[src/rtl/draw_pkg.sv]
// Constants shared by the draw unit, memory controller and pixel-RAM write buffer.
package draw_pkg;

  localparam int PRAM_DATA_W   = 16;
  localparam int PRAM_BUF_LOG2 = 4;
  localparam int PRAM_AF_SLOTS = 2;

  // One extra wrap bit distinguishes full from empty when the low bits match.
  function automatic int pram_ptr_w(input int addr_log2);
    return addr_log2 + 1;
  endfunction

  typedef logic [pram_ptr_w(PRAM_BUF_LOG2)-1:0] pram_level_t;

endpackage

[src/rtl/pram_buf_mem.sv]
// Dual-port register array: one synchronous write port and one asynchronous read port.
module pram_buf_mem #(
  parameter int DATA_W = 16,
  parameter int ADDR_W = 4
) (
  input  logic              clk,
  input  logic              wr_en,
  input  logic [ADDR_W-1:0] wr_addr,
  input  logic [DATA_W-1:0] wr_data,
  input  logic [ADDR_W-1:0] rd_addr,
  output logic [DATA_W-1:0] rd_data
);

  logic [DATA_W-1:0] mem_q [2**ADDR_W];

  // NOTE: storage has no reset; the pointers alone decide which entries are valid.
  always_ff @(posedge clk) begin
    // NOTE: non-blocking assignment so every flop samples pre-edge values.
    if (wr_en) mem_q[wr_addr] <= wr_data;
  end

  assign rd_data = mem_q[rd_addr];

endmodule

[src/rtl/pram_write_buffer.sv]
// FWFT write buffer between the CPU pixel-RAM write path and the draw unit.
// Optional macro PRAM_BUF_DROP_CNT_EN adds a saturating 8-bit drop_count output.
module pram_write_buffer
  import draw_pkg::*;
#(
  parameter int DATA_W    = PRAM_DATA_W,
  parameter int ADDR_LOG2 = PRAM_BUF_LOG2,
  parameter int AF_SLOTS  = PRAM_AF_SLOTS
) (
  input  logic                 CLK_50MHZ,
  input  logic                 reset,
  input  logic                 flush,
  input  logic                 wr_en,
  input  logic [DATA_W-1:0]    wr_data,
  input  logic                 rd_ready,
  output logic                 rd_valid,
  output logic [DATA_W-1:0]    rd_data,
  output logic                 full,
  output logic                 almost_full,
  output logic                 empty,
  output logic [ADDR_LOG2:0]   level,
  output logic                 overflow
`ifdef PRAM_BUF_DROP_CNT_EN
  ,
  output logic [7:0]           drop_count
`endif
);

  localparam int PTR_W = pram_ptr_w(ADDR_LOG2);
  localparam int DEPTH = 1 << ADDR_LOG2;

  typedef logic [PTR_W-1:0] ptr_t;

  ptr_t              wr_ptr_q, wr_ptr_d;
  ptr_t              rd_ptr_q, rd_ptr_d;
  logic              overflow_q, overflow_d;
  logic              pop, push, drop;
  logic [DATA_W-1:0] mem_rd_data;

  assign empty       = (wr_ptr_q == rd_ptr_q);
  assign full        = (wr_ptr_q[ADDR_LOG2] != rd_ptr_q[ADDR_LOG2]) &&
                       (wr_ptr_q[ADDR_LOG2-1:0] == rd_ptr_q[ADDR_LOG2-1:0]);
  assign level       = wr_ptr_q - rd_ptr_q;
  assign almost_full = (DEPTH - int'(level)) <= AF_SLOTS;
  assign rd_valid    = !empty;
  assign rd_data     = rd_valid ? mem_rd_data : '0;
  assign overflow    = overflow_q;

  // A full buffer still takes a word when the head leaves in the same cycle.
  assign pop  = rd_valid && rd_ready;
  assign push = wr_en && (!full || pop);
  assign drop = wr_en && full && !pop;

  always_comb begin
    // NOTE: defaults first so no path leaves a _d signal unassigned (no latches).
    wr_ptr_d   = wr_ptr_q;
    rd_ptr_d   = rd_ptr_q;
    overflow_d = overflow_q;
    if (flush) begin
      wr_ptr_d   = '0;
      rd_ptr_d   = '0;
      overflow_d = 1'b0;
    end else begin
      if (push) wr_ptr_d = wr_ptr_q + ptr_t'(1);
      if (pop)  rd_ptr_d = rd_ptr_q + ptr_t'(1);
      if (drop) overflow_d = 1'b1;
    end
  end

  always_ff @(posedge CLK_50MHZ or negedge reset) begin
    if (!reset) begin
      wr_ptr_q   <= '0;
      rd_ptr_q   <= '0;
      overflow_q <= 1'b0;
    end else begin
      wr_ptr_q   <= wr_ptr_d;
      rd_ptr_q   <= rd_ptr_d;
      overflow_q <= overflow_d;
    end
  end

`ifdef PRAM_BUF_DROP_CNT_EN
  logic [7:0] drop_cnt_q, drop_cnt_d;

  always_comb begin
    drop_cnt_d = drop_cnt_q;
    if (flush)                            drop_cnt_d = '0;
    else if (drop && drop_cnt_q != 8'hFF) drop_cnt_d = drop_cnt_q + 8'd1;
  end

  always_ff @(posedge CLK_50MHZ or negedge reset) begin
    if (!reset) drop_cnt_q <= '0;
    else        drop_cnt_q <= drop_cnt_d;
  end

  assign drop_count = drop_cnt_q;
`endif

  pram_buf_mem #(
    .DATA_W (DATA_W),
    .ADDR_W (ADDR_LOG2)
  ) u_mem (
    .clk     (CLK_50MHZ),
    .wr_en   (push && !flush),
    .wr_addr (wr_ptr_q[ADDR_LOG2-1:0]),
    .wr_data (wr_data),
    .rd_addr (rd_ptr_q[ADDR_LOG2-1:0]),
    .rd_data (mem_rd_data)
  );

endmodule

[config.mk]
export PLATFORM = sky130hd
export DESIGN_NAME = pram_write_buffer
export DESIGN_NICKNAME = d
export VERILOG_FILES = /design/src/rtl/draw_pkg.sv /design/src/rtl/pram_buf_mem.sv /design/src/rtl/pram_write_buffer.sv
export SDC_FILE = /design/constraint.sdc
export NUM_CORES = 1
export LEC_CHECK = 0
export ABC_AREA = 0
export ABC_CLOCK_PERIOD_IN_PS = 6200
export BUFFER_PORTS_ARGS = -buffer_cell sky130_fd_sc_hd__buf_4
export CORE_MARGIN = 2
export CORE_UTILIZATION = 65
export DETAILED_ROUTE_END_ITERATION = 7
export MAX_ROUTING_LAYER = met4
export PLACE_DENSITY_LB_ADDON = 0.1
export SLEW_MARGIN = 20
export SYNTH_ARGS = -nofsm -noshare
export SYNTH_HDL_FRONTEND = slang
export SYNTH_HIERARCHICAL = 1
export SYNTH_SLANG_ARGS = --single-unit
[constraint.sdc]
create_clock -name CLK_50MHZ -period 6.2 [get_ports CLK_50MHZ]
set_clock_uncertainty 0.15 [all_clocks]
set_input_delay 0.93 -clock CLK_50MHZ [delete_from_list [all_inputs] [get_ports CLK_50MHZ]]
set_output_delay 0.93 -clock CLK_50MHZ [all_outputs]
set_load 0.02 [all_outputs]
After elaboration in Yosys (flattened, before gate mapping)
Memory sizes are Yosys's and may differ from the RTL's.
Index checks and enable logic that the tools add are counted.

cells by class
  mux-type cells = 9
  add/sub/neg operators = 4
  magnitude comparators = 1
  reductions and logical operators = 14
  equality and inequality tests = 3

operators by type and width
  operator               count
  $mux W5                4
  $mux W16               1
  $add A5 B1 Y5 const B  2
  $le A6 B3 Y1 const B   1
  $logic_and A1 B1 Y1    6
  $reduce_bool A2 Y1     3
  $sub A5 B5 Y6 const A  1
  $eq A5 B5 Y1           1
  $sub A5 B5 Y5          1
  $eq A4 B4 Y1           1
  $logic_not A1 Y1       4
  $mux W1                4
  $logic_or A1 B1 Y1     1
  $ne A1 B1 Y1           1

storage, ports and cells
  RAM bits = 256
  memories = 1
  flip-flop bits (word level) = 11

memories
  memory       words  bits a word  read ports  clocked after Yosys merged registers in  write ports  RTL line            source
  u_mem.mem_q  16     16           1           0                                        1            pram_buf_mem.sv:14  logic [DATA_W-1:0] mem_q [2**ADDR_W];

Depth between registers and ports, before layout
  word-level depth = 8
  mapped depth = 8
  mapped depth without buffers = 8

By module
Netlist, hierarchy kept.

by module, submodules not included
  module             instances  area an instance (sq um)  seq. area each (sq um)  cells each
  pram_buf_mem       1          9723.1                    7687.4                  416
  pram_write_buffer  1          880.8                     275.3                   101

Worst setup path before layout
No wires, ideal clock.

  path kind = register -> register
  start point = register wr_ptr_q[0]
  end point = memory u_mem.mem_q[0][0] (enable)
  slack = 2.589 ns
  cell stages (with the launch flop) = 8
  required time = 5.641 ns
  arrival = 3.052 ns
  path through = dfrtp_1 > inv_1 > ha_1 > nand4_1 > o31a_4 > nor2b_1 > or3b_2 > nor3_1

between the ends
  longest elaborated chain between the ends = 8

ends and longest elaborated chain
  what                                                     RTL line                                          source
  start: declaration                                       pram_write_buffer.sv:34                           ptr_t wr_ptr_q, wr_ptr_d;
  start signal: assignment                                 pram_write_buffer.sv:76                           wr_ptr_q <= wr_ptr_d;
  $eq A5 B5 Y1 or $eq A4 B4 Y1 (tied branches)             pram_write_buffer.sv:40, pram_write_buffer.sv:42
  $logic_not A1 Y1 or $logic_and A1 B1 Y1 (tied branches)  pram_write_buffer.sv:45, pram_write_buffer.sv:41
  $logic_and A1 B1 Y1 or $logic_not A1 Y1 (tied branches)  pram_write_buffer.sv:50, pram_write_buffer.sv:51
  $logic_or A1 B1 Y1                                       pram_write_buffer.sv:51                           assign push = wr_en && (!full || pop);
  $logic_and A1 B1 Y1                                      pram_write_buffer.sv:51
  $logic_and A1 B1 Y1                                      pram_write_buffer.sv:104                          .wr_en (push && !flush),
  $mux W1                                                  pram_buf_mem.sv:19                                if (wr_en) mem_q[wr_addr] <= wr_data;
  $mux W1 (not written as such)                            pram_buf_mem.sv:19
  end: declaration                                         pram_buf_mem.sv:14

Parallel ways exist; a longest one is shown, timed or not.

Final worst setup path
  start point = register rd_ptr_q[0]
  end point = output rd_data[3]

between the ends
  longest elaborated chain between the ends = 2

ends and longest elaborated chain
  what                      RTL line                 source
  start: declaration        pram_write_buffer.sv:35  ptr_t rd_ptr_q, rd_ptr_d;
  start signal: assignment  pram_write_buffer.sv:77  rd_ptr_q <= rd_ptr_d;
  $mem_v2 Z16 W16           n/a
  named net mem_rd_data[3]  pram_write_buffer.sv:38  logic [DATA_W-1:0] mem_rd_data;
  $mux W16                  pram_write_buffer.sv:46  assign rd_data = rd_valid ? mem_rd_data : '0;
  end: declaration          pram_write_buffer.sv:17  output logic [DATA_W-1:0] rd_data,

The timed path passes the listed nets, and every way through them passes these cells.

==> key figures <==
Outcome
  • Status: finished clean

Global route
  • Vias in the first global route: 5604
  • Total gr overflow: 0
  • Largest net degree at the start of global routing: 69
  • First-pass GRT wire length: around 34000 um
  • Initial antenna violation count: 0
  • Gr usage total: 0.275

Routing
  • Routed via count: 5315
  • Post-route ant nets: 0
  • Met3 WL: roughly 1900 um
  • Initial DRT Pass Iterations: 5
  • Routed WL: 22400 um
  • Routed WL per cell: between 20 and 30 um
  • Residual DRC: 0
  • Vias per cell: 6.45
  • Iter 0 DRT Violations: 603
  • Metal2 WL: 11400 um
  • Highest Signal Layer: met4
  • M1 WL: 8640 um

CTS
  • Clk_lat worst skew: 520 ps
  • Clock buffer count from CTS: 26
  • # clock sinks: about 270
  • Root Driver: clkbuf_16
  • Post-CTS Hold Fix Bufs: 0
  • CTS tree: built
  • Post-CTS setup buffers: 0
  • Clk slew on worst S/H paths: 60 ps
  • H-tree Lvls: 1
  • Resize count post-CTS: 0
  • Clock Path Buffers: 3

Worst setup path
  • Arr. time, crit path: around 3300 ps
  • Critical path, cell by cell: buf_4 > mux4_2 > a22oi_1 > nand2_1 > and2_1 > buf_4
  • Crit Path Category: reg2out
  • Worst-path fanout max: 52
  • R2r startpoint: wr_ptr_q[0]$_DFFE_PN0P_
  • CP Launch Type: flop
  • R2R depth: 8
  • CP max-delay cell: buf_4
  • Flop-to-flop setup slack: 2450 ps
  • Critical Path Max Stage Delay: between 800 and 900 ps
  • Most frequent CP cell: buf_4
  • Worst reg2reg endpoint: u_mem/mem_q[1][14]$_DFFE_PP_
  • Worst path required time: 5120 ps
  • CP endpoint kind: output pin

Timing
  • # setup viols final: 0
  • Setup TNS: 0 ps
  • Slew headroom: 0.281
  • Final Critical Period: roughly 4400 ps
  • PnR worst setup slack: about 1800 ps
  • Max-slew violation count: 0
  • Final number of hold-violating endpoints: 0
  • Worst-Margin Slew: 1080 ps
  • FMAX: 230 MHz
  • Unrepaired setup endpoints after global routing: false
  • Final worst path period share: 0.702

Power and ir drop
  • Peak supply drop: 238 uV
  • Leakage: 4.00 nW
  • PwrDens: about 340 nW/um^2

Final layout
  • Nets: roughly 620
  • Share of cells above drive strength 1: 0.291
  • P&R area growth vs syn: 14.3%
  • Util after Layout: 0.760
  • Final cell count without fillers: around 820
  • Ant diodes: 0

Placement
  • Inst Count DP: 777
  • Post-DP HPWL: 12500 um
  • RD Place Congestion: between 0.7 and 0.8
  • I/O Buffers: 46
  • Pre-CTS setup slack: 2240 ps

Die
  • Die X: 132 um
  • Initial core utilization: 0.665
  • Row count: 46
  • Num ports: 47
  • Core ar.: 15900 sq um
  • Die H: 132 um
  • Die ar.: 17400 sq um

Yosys
  • Synth warn: 6
  • Synth Cell Area: between 10000 and 15000 sq um
  • Unique masters post-synth: 36
  • Gate Count Post-Synth: 517
  • Syn avg cell area: 20.5 sq um
  • FF+latch count, synth: approximately 270
  • Sequential fraction of the synthesis area: 0.751
  • Syn_nets: 547

Min path
  • HP Class: in2async

Flow run
  • Max-Cap Viols: 0
## worst max-delay path, delay by kind of cell (launching register included)
kind,cells,cell delay [ps]
buffers and inverters,2,980
multiplexers,1,630
flip-flops,1,610
AND/OR/NAND/NOR,2,240
AO/OA/AOI/OAI,1,230
## registers in the layout, summed over array words and instances, names as in the netlist
| register | count |
|---|---|
| u_mem/mem_q | 256 |
| rd_ptr_q | 5 |
| wr_ptr_q | 5 |
| overflow | 1 |
## placed cells by master (no fill, tap or decap), types with 9 or more instances in the layout
master,Yosys,routed
nor2_1,25,13
nand2_1,24,24
clkbuf_16,0,27
nor2_2,0,12
edfxtp_1,256,256
dfrtp_1,11,9
and2_1,17,17
mux4_2,54,54
buf_4,3,67
a22oi_1,32,32
mux4_1,10,10
inv_1,10,10
## cells by family after synthesis
group / count (synthesis) / synth area share
compound gates: 44 / 0.0309
flops: 267 / 0.751
buf+inv: 33 / 0.0159
simple gates: 87 / 0.0399
fa+ha+maj: 9 / 0.0113
mux: 65 / 0.140
xor+xnor: 12 / 0.0106
## report_power, final
part | internal (W) | switching [W]
Clock | 0.000872 | 0.000628
Combinational | 0.000305 | 0.000330
Sequential | 0.00199 | 0.0000230
Total | 0.00317 | 0.000981
## cell usage after synthesis
cell type / count / area (sq um)
ha_1: 8 / 100
buf_2: 3 / 15.0
o32a_1: 1 / 10.0
buf_1: 3 / 11.3
nand3_1: 1 / 5.00
a21oi_1: 4 / 20.0
mux2i_1: 1 / 10.0
xor2_1: 5 / 43.8
dfrtp_1: 11 / 275
a31oi_1: 1 / 6.26
and4_1: 1 / 8.76
nand2b_1: 3 / 18.8
a21o_1: 2 / 15.0
a22oi_1: 32 / 240
fa_1: 1 / 20.0
and3_1: 1 / 6.26
o31a_4: 1 / 17.5
nand2_1: 24 / 90.1
mux4_1: 10 / 263
a21oi_2: 1 / 8.76
nor3_1: 4 / 20.0
nor2_1: 25 / 93.8
mux4_2: 54 / 1220
inv_1: 10 / 37.5
clkbuf_1: 10 / 37.5
buf_4: 3 / 22.5
or3b_2: 1 / 8.76
nand3b_1: 2 / 15.0
edfxtp_1: 256 / 7690
xnor2_2: 1 / 16.3
nor2b_1: 3 / 18.8
o21ai_0: 2 / 10.0
xnor2_1: 6 / 52.6
and2_1: 17 / 106
buf_6: 4 / 45.0
nand4_1: 5 / 31.3
## cell type report
cell class	instances	area [sq um]
sequential	267	7970
inverter	10	37.5
tap	216	270
clock buffer	32	694
timing repair buffer	67	503
fill	879	3830
multi-input combinational	217	2530
clock inverter	15	115
## worst max-delay path by stage
stage	startpoint	endpoint	slack, ps	depth (start not counted)
CTS	rd_ptr_q[0]$_DFFE_PN0P_	rd_data[1]	1760	6
finish	rd_ptr_q[0]$_DFFE_PN0P_	rd_data[3]	1850	6
floorplan	wr_ptr_q[0]$_DFFE_PN0P_	u_mem/mem_q[0][0]$_DFFE_PP_	2590	7
global placement	rd_ptr_q[0]$_DFFE_PN0P_	rd_data[8]	2350	6
detailed placement	wr_ptr_q[0]$_DFFE_PN0P_	u_mem/mem_q[0][1]$_DFFE_PP_	2240	8
global route	rd_ptr_q[0]$_DFFE_PN0P_	rd_data[5]	1590	6
## metal layers
layer | track usage | vias to the layer above
met5 | - | -
met4 | 0.0682 | 0
met3 | 0.0548 | 43
met2 | 0.439 | 223
met1 | 0.378 | 2782
li1 | - | 2267
## metrics by stage
step / hold slack, ps / area [sq um] / power (W)
floorplan: 406 / 10600 / 0.00250
global route: 86.8 / 12100 / 0.00429
CTS: 81.0 / 12100 / 0.00418
global placement: 335 / 11300 / 0.00267
detailed placement: 338 / 11300 / 0.00269
finish: 84.7 / 12100 / 0.00415
Note: power is estimated with default switching activity, not from simulation.
